[src/rtl/opnd_mem_sched_pkg.sv]
// Shared types and constants for the memory-operand sequencer.
package opnd_mem_sched_pkg;

  localparam int unsigned DATA_W  = 32;
  localparam int unsigned SCALE_W = 2;

  // Sequencer state encoding
  typedef enum logic [1:0] {
    SCHED_IDLE  = 2'd0,
    SCHED_ADDR0 = 2'd1,
    SCHED_ADDR1 = 2'd2,
    SCHED_DONE  = 2'd3
  } sched_state_e;

  // Address-generation fields of one operand
  typedef struct packed {
    logic [SCALE_W-1:0] scale;
    logic [DATA_W-1:0]  index;
    logic [DATA_W-1:0]  base;
    logic [DATA_W-1:0]  disp;
  } opnd_fields_t;

  // One memory hint
  typedef struct packed {
    logic              is_write;
    logic [DATA_W-1:0] address;
    logic [DATA_W-1:0] data;
  } hint_t;

  // A hint satisfies an address only when it is a read of exactly that address
  function automatic logic hint_hit(input hint_t h, input logic [DATA_W-1:0] addr);
    return !h.is_write && (h.address == addr);
  endfunction

endpackage

[src/rtl/opnd_mem_sched_agu.sv]
// Effective-address generator: base + (index << scale) + disp, wrapping mod 2^32.
module opnd_mem_sched_agu
  import opnd_mem_sched_pkg::*;
(
  input  logic [SCALE_W-1:0] i_scale,
  input  logic [DATA_W-1:0]  i_index,
  input  logic [DATA_W-1:0]  i_base,
  input  logic [DATA_W-1:0]  i_disp,
  output logic [DATA_W-1:0]  o_addr
);

  logic [DATA_W-1:0] w_scaled;

  assign w_scaled = i_index << i_scale;
  assign o_addr   = i_base + w_scaled + i_disp;

endmodule

[src/rtl/opnd_mem_sched.sv]
// Sequencer sharing one AGU between operand#0 and operand#1 address computations,
// resolving each address against two latched read hints.
module opnd_mem_sched
  import opnd_mem_sched_pkg::*;
(
  input  logic               clk,
  input  logic               rst_n,
  input  logic               start,
  input  logic               opnd0_is_mem,
  input  logic               opnd1_is_mem,
  input  logic [SCALE_W-1:0] opnd0_scale,
  input  logic [SCALE_W-1:0] opnd1_scale,
  input  logic [DATA_W-1:0]  opnd0_index,
  input  logic [DATA_W-1:0]  opnd0_base,
  input  logic [DATA_W-1:0]  opnd0_disp,
  input  logic [DATA_W-1:0]  opnd1_index,
  input  logic [DATA_W-1:0]  opnd1_base,
  input  logic [DATA_W-1:0]  opnd1_disp,
  input  logic               hint1_is_write,
  input  logic               hint2_is_write,
  input  logic [DATA_W-1:0]  hint1_address,
  input  logic [DATA_W-1:0]  hint1_data,
  input  logic [DATA_W-1:0]  hint2_address,
  input  logic [DATA_W-1:0]  hint2_data,
  output logic               busy,
  output logic               done,
  output logic [DATA_W-1:0]  opnd0_mem_addr,
  output logic [DATA_W-1:0]  opnd1_mem_addr,
  output logic [DATA_W-1:0]  opnd0_mem_value,
  output logic [DATA_W-1:0]  opnd1_mem_value,
  output logic               opnd0_miss,
  output logic               opnd1_miss
);

  sched_state_e      r_state;
  logic              r_busy;
  logic              r_done;
  logic              r_is_mem1;
  opnd_fields_t      r_op0;
  opnd_fields_t      r_op1;
  hint_t             r_hint1;
  hint_t             r_hint2;
  logic [DATA_W-1:0] r_addr0;
  logic [DATA_W-1:0] r_addr1;
  logic [DATA_W-1:0] r_val0;
  logic [DATA_W-1:0] r_val1;
  logic              r_miss0;
  logic              r_miss1;

  opnd_fields_t      w_sel;
  logic [DATA_W-1:0] w_agu_addr;
  logic [DATA_W-1:0] w_value;
  logic              w_miss;

  // Feed the shared AGU with the operand being resolved this cycle
  assign w_sel = (r_state == SCHED_ADDR1) ? r_op1 : r_op0;

  opnd_mem_sched_agu u_agu (
    .i_scale (w_sel.scale),
    .i_index (w_sel.index),
    .i_base  (w_sel.base),
    .i_disp  (w_sel.disp),
    .o_addr  (w_agu_addr)
  );

  // Hint match, first hint wins; no match yields value 0 and a miss
  always_comb begin
    w_value = '0;
    w_miss  = 1'b1;
    if (hint_hit(r_hint1, w_agu_addr)) begin
      w_value = r_hint1.data;
      w_miss  = 1'b0;
    end else if (hint_hit(r_hint2, w_agu_addr)) begin
      w_value = r_hint2.data;
      w_miss  = 1'b0;
    end
  end

  // Sequencer state, input latches and registered results
  always_ff @(posedge clk) begin
    if (!rst_n) begin
      r_state   <= SCHED_IDLE;
      r_busy    <= 1'b0;
      r_done    <= 1'b0;
      r_is_mem1 <= 1'b0;
      r_op0     <= '0;
      r_op1     <= '0;
      r_hint1   <= '0;
      r_hint2   <= '0;
      r_addr0   <= '0;
      r_addr1   <= '0;
      r_val0    <= '0;
      r_val1    <= '0;
      r_miss0   <= 1'b0;
      r_miss1   <= 1'b0;
    end else begin
      r_done <= 1'b0;
      case (r_state)
        SCHED_IDLE: begin
          if (start) begin
            r_is_mem1 <= opnd1_is_mem;
            r_op0     <= '{scale: opnd0_scale, index: opnd0_index,
                           base: opnd0_base, disp: opnd0_disp};
            r_op1     <= '{scale: opnd1_scale, index: opnd1_index,
                           base: opnd1_base, disp: opnd1_disp};
            r_hint1   <= '{is_write: hint1_is_write, address: hint1_address,
                           data: hint1_data};
            r_hint2   <= '{is_write: hint2_is_write, address: hint2_address,
                           data: hint2_data};
            r_addr0   <= '0;
            r_addr1   <= '0;
            r_val0    <= '0;
            r_val1    <= '0;
            r_miss0   <= 1'b0;
            r_miss1   <= 1'b0;
            r_busy    <= 1'b1;
            if (opnd0_is_mem) begin
              r_state <= SCHED_ADDR0;
            end else if (opnd1_is_mem) begin
              r_state <= SCHED_ADDR1;
            end else begin
              r_state <= SCHED_DONE;
              r_done  <= 1'b1;
            end
          end
        end
        SCHED_ADDR0: begin
          r_addr0 <= w_agu_addr;
          r_val0  <= w_value;
          r_miss0 <= w_miss;
          if (r_is_mem1) begin
            r_state <= SCHED_ADDR1;
          end else begin
            r_state <= SCHED_DONE;
            r_done  <= 1'b1;
          end
        end
        SCHED_ADDR1: begin
          r_addr1 <= w_agu_addr;
          r_val1  <= w_value;
          r_miss1 <= w_miss;
          r_state <= SCHED_DONE;
          r_done  <= 1'b1;
        end
        default: begin
          r_state <= SCHED_IDLE;
          r_busy  <= 1'b0;
        end
      endcase
    end
  end

  assign busy            = r_busy;
  assign done            = r_done;
  assign opnd0_mem_addr  = r_addr0;
  assign opnd1_mem_addr  = r_addr1;
  assign opnd0_mem_value = r_val0;
  assign opnd1_mem_value = r_val1;
  assign opnd0_miss      = r_miss0;
  assign opnd1_miss      = r_miss1;

endmodule

[config.mk]
export PLATFORM = sky130hd
export DESIGN_NAME = opnd_mem_sched
export DESIGN_NICKNAME = d
export VERILOG_FILES = /design/src/rtl/opnd_mem_sched_pkg.sv /design/src/rtl/opnd_mem_sched_agu.sv /design/src/rtl/opnd_mem_sched.sv
export SDC_FILE = /design/constraint.sdc
export NUM_CORES = 1
export LEC_CHECK = 0
export ABC_AREA = 1
export CORE_ASPECT_RATIO = 0.9
export CORE_MARGIN = 2
export CORE_UTILIZATION = 56
export DETAILED_ROUTE_END_ITERATION = 8
export GPL_TIMING_DRIVEN = 1
export PLACE_DENSITY = 0.85
export SYNTH_ARGS = -nofsm -noshare
export SYNTH_HDL_FRONTEND = slang
export SYNTH_SLANG_ARGS = --single-unit
[constraint.sdc]
create_clock -name clk -period 14.8 [get_ports clk]
set_input_delay 2.96 -clock clk [delete_from_list [all_inputs] [get_ports clk]]
set_output_delay 2.96 -clock clk [all_outputs]
set_load 0.005 [all_outputs]
==> results.md <==
- Number of clock buffers inserted by TritonCTS: 46
- Area growth syn-to-layout: 27.80%
- Leak Pwr: 12.22 nW
- Starting Density: 56.94%
- Switching power total: 4.369 mW
- Post-CTS Setup Repair Bufs: 0
- Root buf cell: clkbuf_16
- Residual antenna-violating net count after detailed routing: 0
- Sequential area share after synthesis: 40.90%
- GRT Util Overall: 36.53%
- Clock share of power: 14.7%
- Die width: 215.6 um
- CP Capture Type: register
- Final cycle utilization of the critical path: 59.92%
- Drt wl/cell: 18.45 um
- DR pass1 iterations: 8
- DRT iter0 DRCs: 2268
- Fmax: 0.1128 GHz
- Internal Dissipation: 3.936 mW
- RSZ-0062 raised after global routing: no
- Setup Skew: 17.55 ps
- Final max-slew violation count: 0
- Core area: 0.03963 mm^2
- Slew @ Worst Pin: 1158 ps
- Total power per unit cell area: 288.0 mW/mm^2
- Worst path most repeated cell: nand2_1
- Critical path class: register to register
- Post-CTS resize count: 0
- Crit-path max FO: 47
- Sequential share of power: 21.4%
- WHS Path Cells: 2
- Die area: 0.04192 mm^2
- H-tree levels: 2
- Vias/cell: 5.552
- Synthesis Warnings: 0
- Worst setup margin: 5931 ps
- Port buffer count: 462
- CTS Hold Bufs: 0
- Via count: 23470
- Required time of the critical path: 15310 ps
- Dpl ws: 6260 ps
- CTS max path bufs: 3
- Core Util, Final: 72.77%
- Yosys reg bits: 461
- Post-Layout Cell Count: 4227
- Syn_area_per_cell: 6.800 um^2
- Final WL: 78.01 mm
- Finish-stage setup viols: 0
- Area of the mapped netlist: 0.02256 mm^2
- Run status: finished clean
- Sink Count: 461
- R2R cell count: 27
- I/O pin count: 463
- Layout filler cell count: 3157
- Grt ovf: 0
- Largest net degree at the start of global routing: 233
- Layout Nets: 4045
- Initial antenna violation count: 12
- Die Y: 194.4 um
- Cells after Synth: 3318
- Max-Cap Viols: 0
- CTS tree: yes
- Crit path arrival time: 9380 ps
- Worst vdd ir: 0.1999 mV
- Fraction of layout cells with a size suffix above 1: 3.638%
- CP Launch Type: register
- Combinational power share: 63.9%
- GPL Wtd Cong: 1.042
- Hold Path Class: register to register
- Slowest stage cell on the critical path: o21ai_2
- Syn Nets: 3715
- Switching Share: 52.60%
- Clock transition at the registers of the reported paths: 60 ps
- Number of global-route vias before repair: 22617
- Final period demand of the worst path: 8869 ps
- Slew headroom: 22.83%
- Residual DRC: 0
- Critical Path Max Stage Delay: 980 ps
- Post-synth cell types: 35
- Final Hold Fails: 0
- DP HPWL: 57.06 mm
- Placed Instances: 4132
- Clk Latency, worst-skew pair: 590 ps
- Std cell rows: 69
- Post-Route Setup TNS: 0 ps
- First-pass GRT wire length: 122.4 mm
cell families (layout without fill, tap and decap cells):
| logic type | after synthesis | in the layout | share of synthesized area (%) |
|---|---|---|---|
| and+or+nand+nor | 1627 | 1627 | 28.89 |
| AOI/OAI and AO/OA | 623 | 623 | 13.95 |
| DFF | 461 | 461 | 40.90 |
| buffers and inverters | 461 | 826 | 7.969 |
| adders and majority gates | 66 | 66 | 4.725 |
| muxes | 62 | 62 | 2.751 |
| xor gates and xnor gates | 18 | 18 | 0.8207 |
| other | 0 | 12 | 0 |
per-layer routing:
layer,part of all wire [%],vias to the layer above,wire [um],track usage (%)
li1,-,11260,-,-
met1,40,10900,31310,46.24
met2,47,1097,36750,61.13
met3,7.7,211,6041,5.869
met4,5.0,2,3895,16.96
met5,0.021,-,16,0
worst paths after layout:
check / start / to / slack, ps
max: r_state[0]$_SDFFE_PN0N_ / opnd1_mem_value[24]$_SDFFE_PN0P_ / 5930
min: r_op0[64]$_SDFFE_PN0P_ / r_op0[64]$_SDFFE_PN0P_ / 450
max reg2reg: r_state[0]$_SDFFE_PN0N_ / opnd1_mem_value[24]$_SDFFE_PN0P_ / 5930
min reg2reg: r_op0[64]$_SDFFE_PN0P_ / r_op0[64]$_SDFFE_PN0P_ / 450
synth_stat cells:
master / instances / share of area, %
nand2_1: 723 / 12
nor2_1: 619 / 10
dfxtp_1: 461 / 41
o21ai_0: 397 / 8.8
nand3_1: 257 / 5.7
inv_1: 256 / 4.3
a21oi_1: 213 / 4.7
clkbuf_1: 154 / 2.6
mux2i_1: 62 / 2.8
ha_1: 34 / 1.9
fa_1: 32 / 2.8
buf_1: 18 / 0.30
buf_2: 15 / 0.33
xor2_1: 13 / 0.50
inv_2: 9 / 0.15
nand2_2: 8 / 0.22
buf_6: 6 / 0.30
nor2_2: 5 / 0.14
a21oi_2: 4 / 0.16
nand3b_1: 3 / 0.10
nand4_1: 3 / 0.083
o21ai_1: 3 / 0.067
o21bai_1: 3 / 0.10
xnor2_1: 3 / 0.12
and2_1: 2 / 0.055
clkinv_1: 2 / 0.033
nand3_2: 2 / 0.089
nor2_4: 2 / 0.10
nor3_1: 2 / 0.044
xnor3_1: 2 / 0.20
a211oi_1: 1 / 0.033
a31oi_1: 1 / 0.028
buf_4: 1 / 0.033
o31ai_1: 1 / 0.033
or2_2: 1 / 0.028
cells in the final DEF, fill, tap and decap left out, types with 3 or more instances in the layout:
cell type          n
a21oi_1          213
a21oi_2            4
buf_4             13
bufinv_16          4
clkbuf_1           4
clkbuf_16         46
clkbuf_8          10
clkdlybuf4s50_1  461
clkinv_2          11
clkinvlp_4         3
dfxtp_1          461
diode_2           12
fa_1              32
ha_1              33
inv_1            254
inv_2              9
mux2i_1           62
nand2_1          722
nand2_2            8
nand3_1          257
nand3b_1           3
nand4_1            3
nor2_1           617
nor2_2             5
nor2_4             4
o21ai_0          397
o21ai_2            3
o21bai_1           3
xnor2_1            3
xor2_1            13
stage by stage:
step / total power, mW / instance area [um^2] / hold WS (ps)
final: 8.305 / 28840 / 453.3
after CTS: 8.213 / 28810 / 452.7
after detailed placement: 6.968 / 27230 / 442.6
after global placement: 6.869 / 27230 / 439.5
after global routing: 8.976 / 28830 / 485.6
after floorplan: 5.276 / 22560 / 424.5
layout make-up:
class | count | area, um^2 | area share, %
Sequential cell | 461 | 9229 | 32.01
Clock inverter | 24 | 280.3 | 0.9720
Clock buffer | 59 | 1290 | 4.474
Multi-Input combinational cell | 2396 | 11580 | 40.17
Inverter | 267 | 1012 | 3.510
Tap cell | 532 | 665.6 | 2.308
Antenna cell | 12 | 30.03 | 0.1041
Timing Repair Buffer | 476 | 4746 | 16.46
sequential cells by signal (all words and copies together), names as in the netlist:
| name | flops |
|---|---|
| r_op0 | 98 |
| r_hint2 | 65 |
| opnd1_miss | 1 |
| r_hint1 | 65 |
| r_op1 | 98 |
| r_is_mem1 | 1 |
| busy | 1 |
| r_state | 2 |
| opnd0_mem_value | 32 |
| opnd1_mem_addr | 32 |
| opnd0_mem_addr | 32 |
| opnd1_mem_value | 32 |
| opnd0_miss | 1 |
| done | 1 |
worst max-delay path, delay by kind of cell (launching register included):
family	cells	cell delay, ps
xor+xnor	1	210
fa+ha+maj	4	1800
simple gates	15	3890
buf+inv	4	1060
compound gates	3	1440
flops	1	340
power groups by stage:
stage / combinational (mW) / sequential, mW / clock (mW)
CTS: 5.22 / 1.77 / 1.22
global route: 5.89 / 1.81 / 1.27
global placement: 5.09 / 1.78 / 0
floorplan: 3.53 / 1.75 / 0
detailed placement: 5.17 / 1.79 / 0
finish: 5.31 / 1.78 / 1.22
No activity file was read; power rests on OpenSTA's default activity.
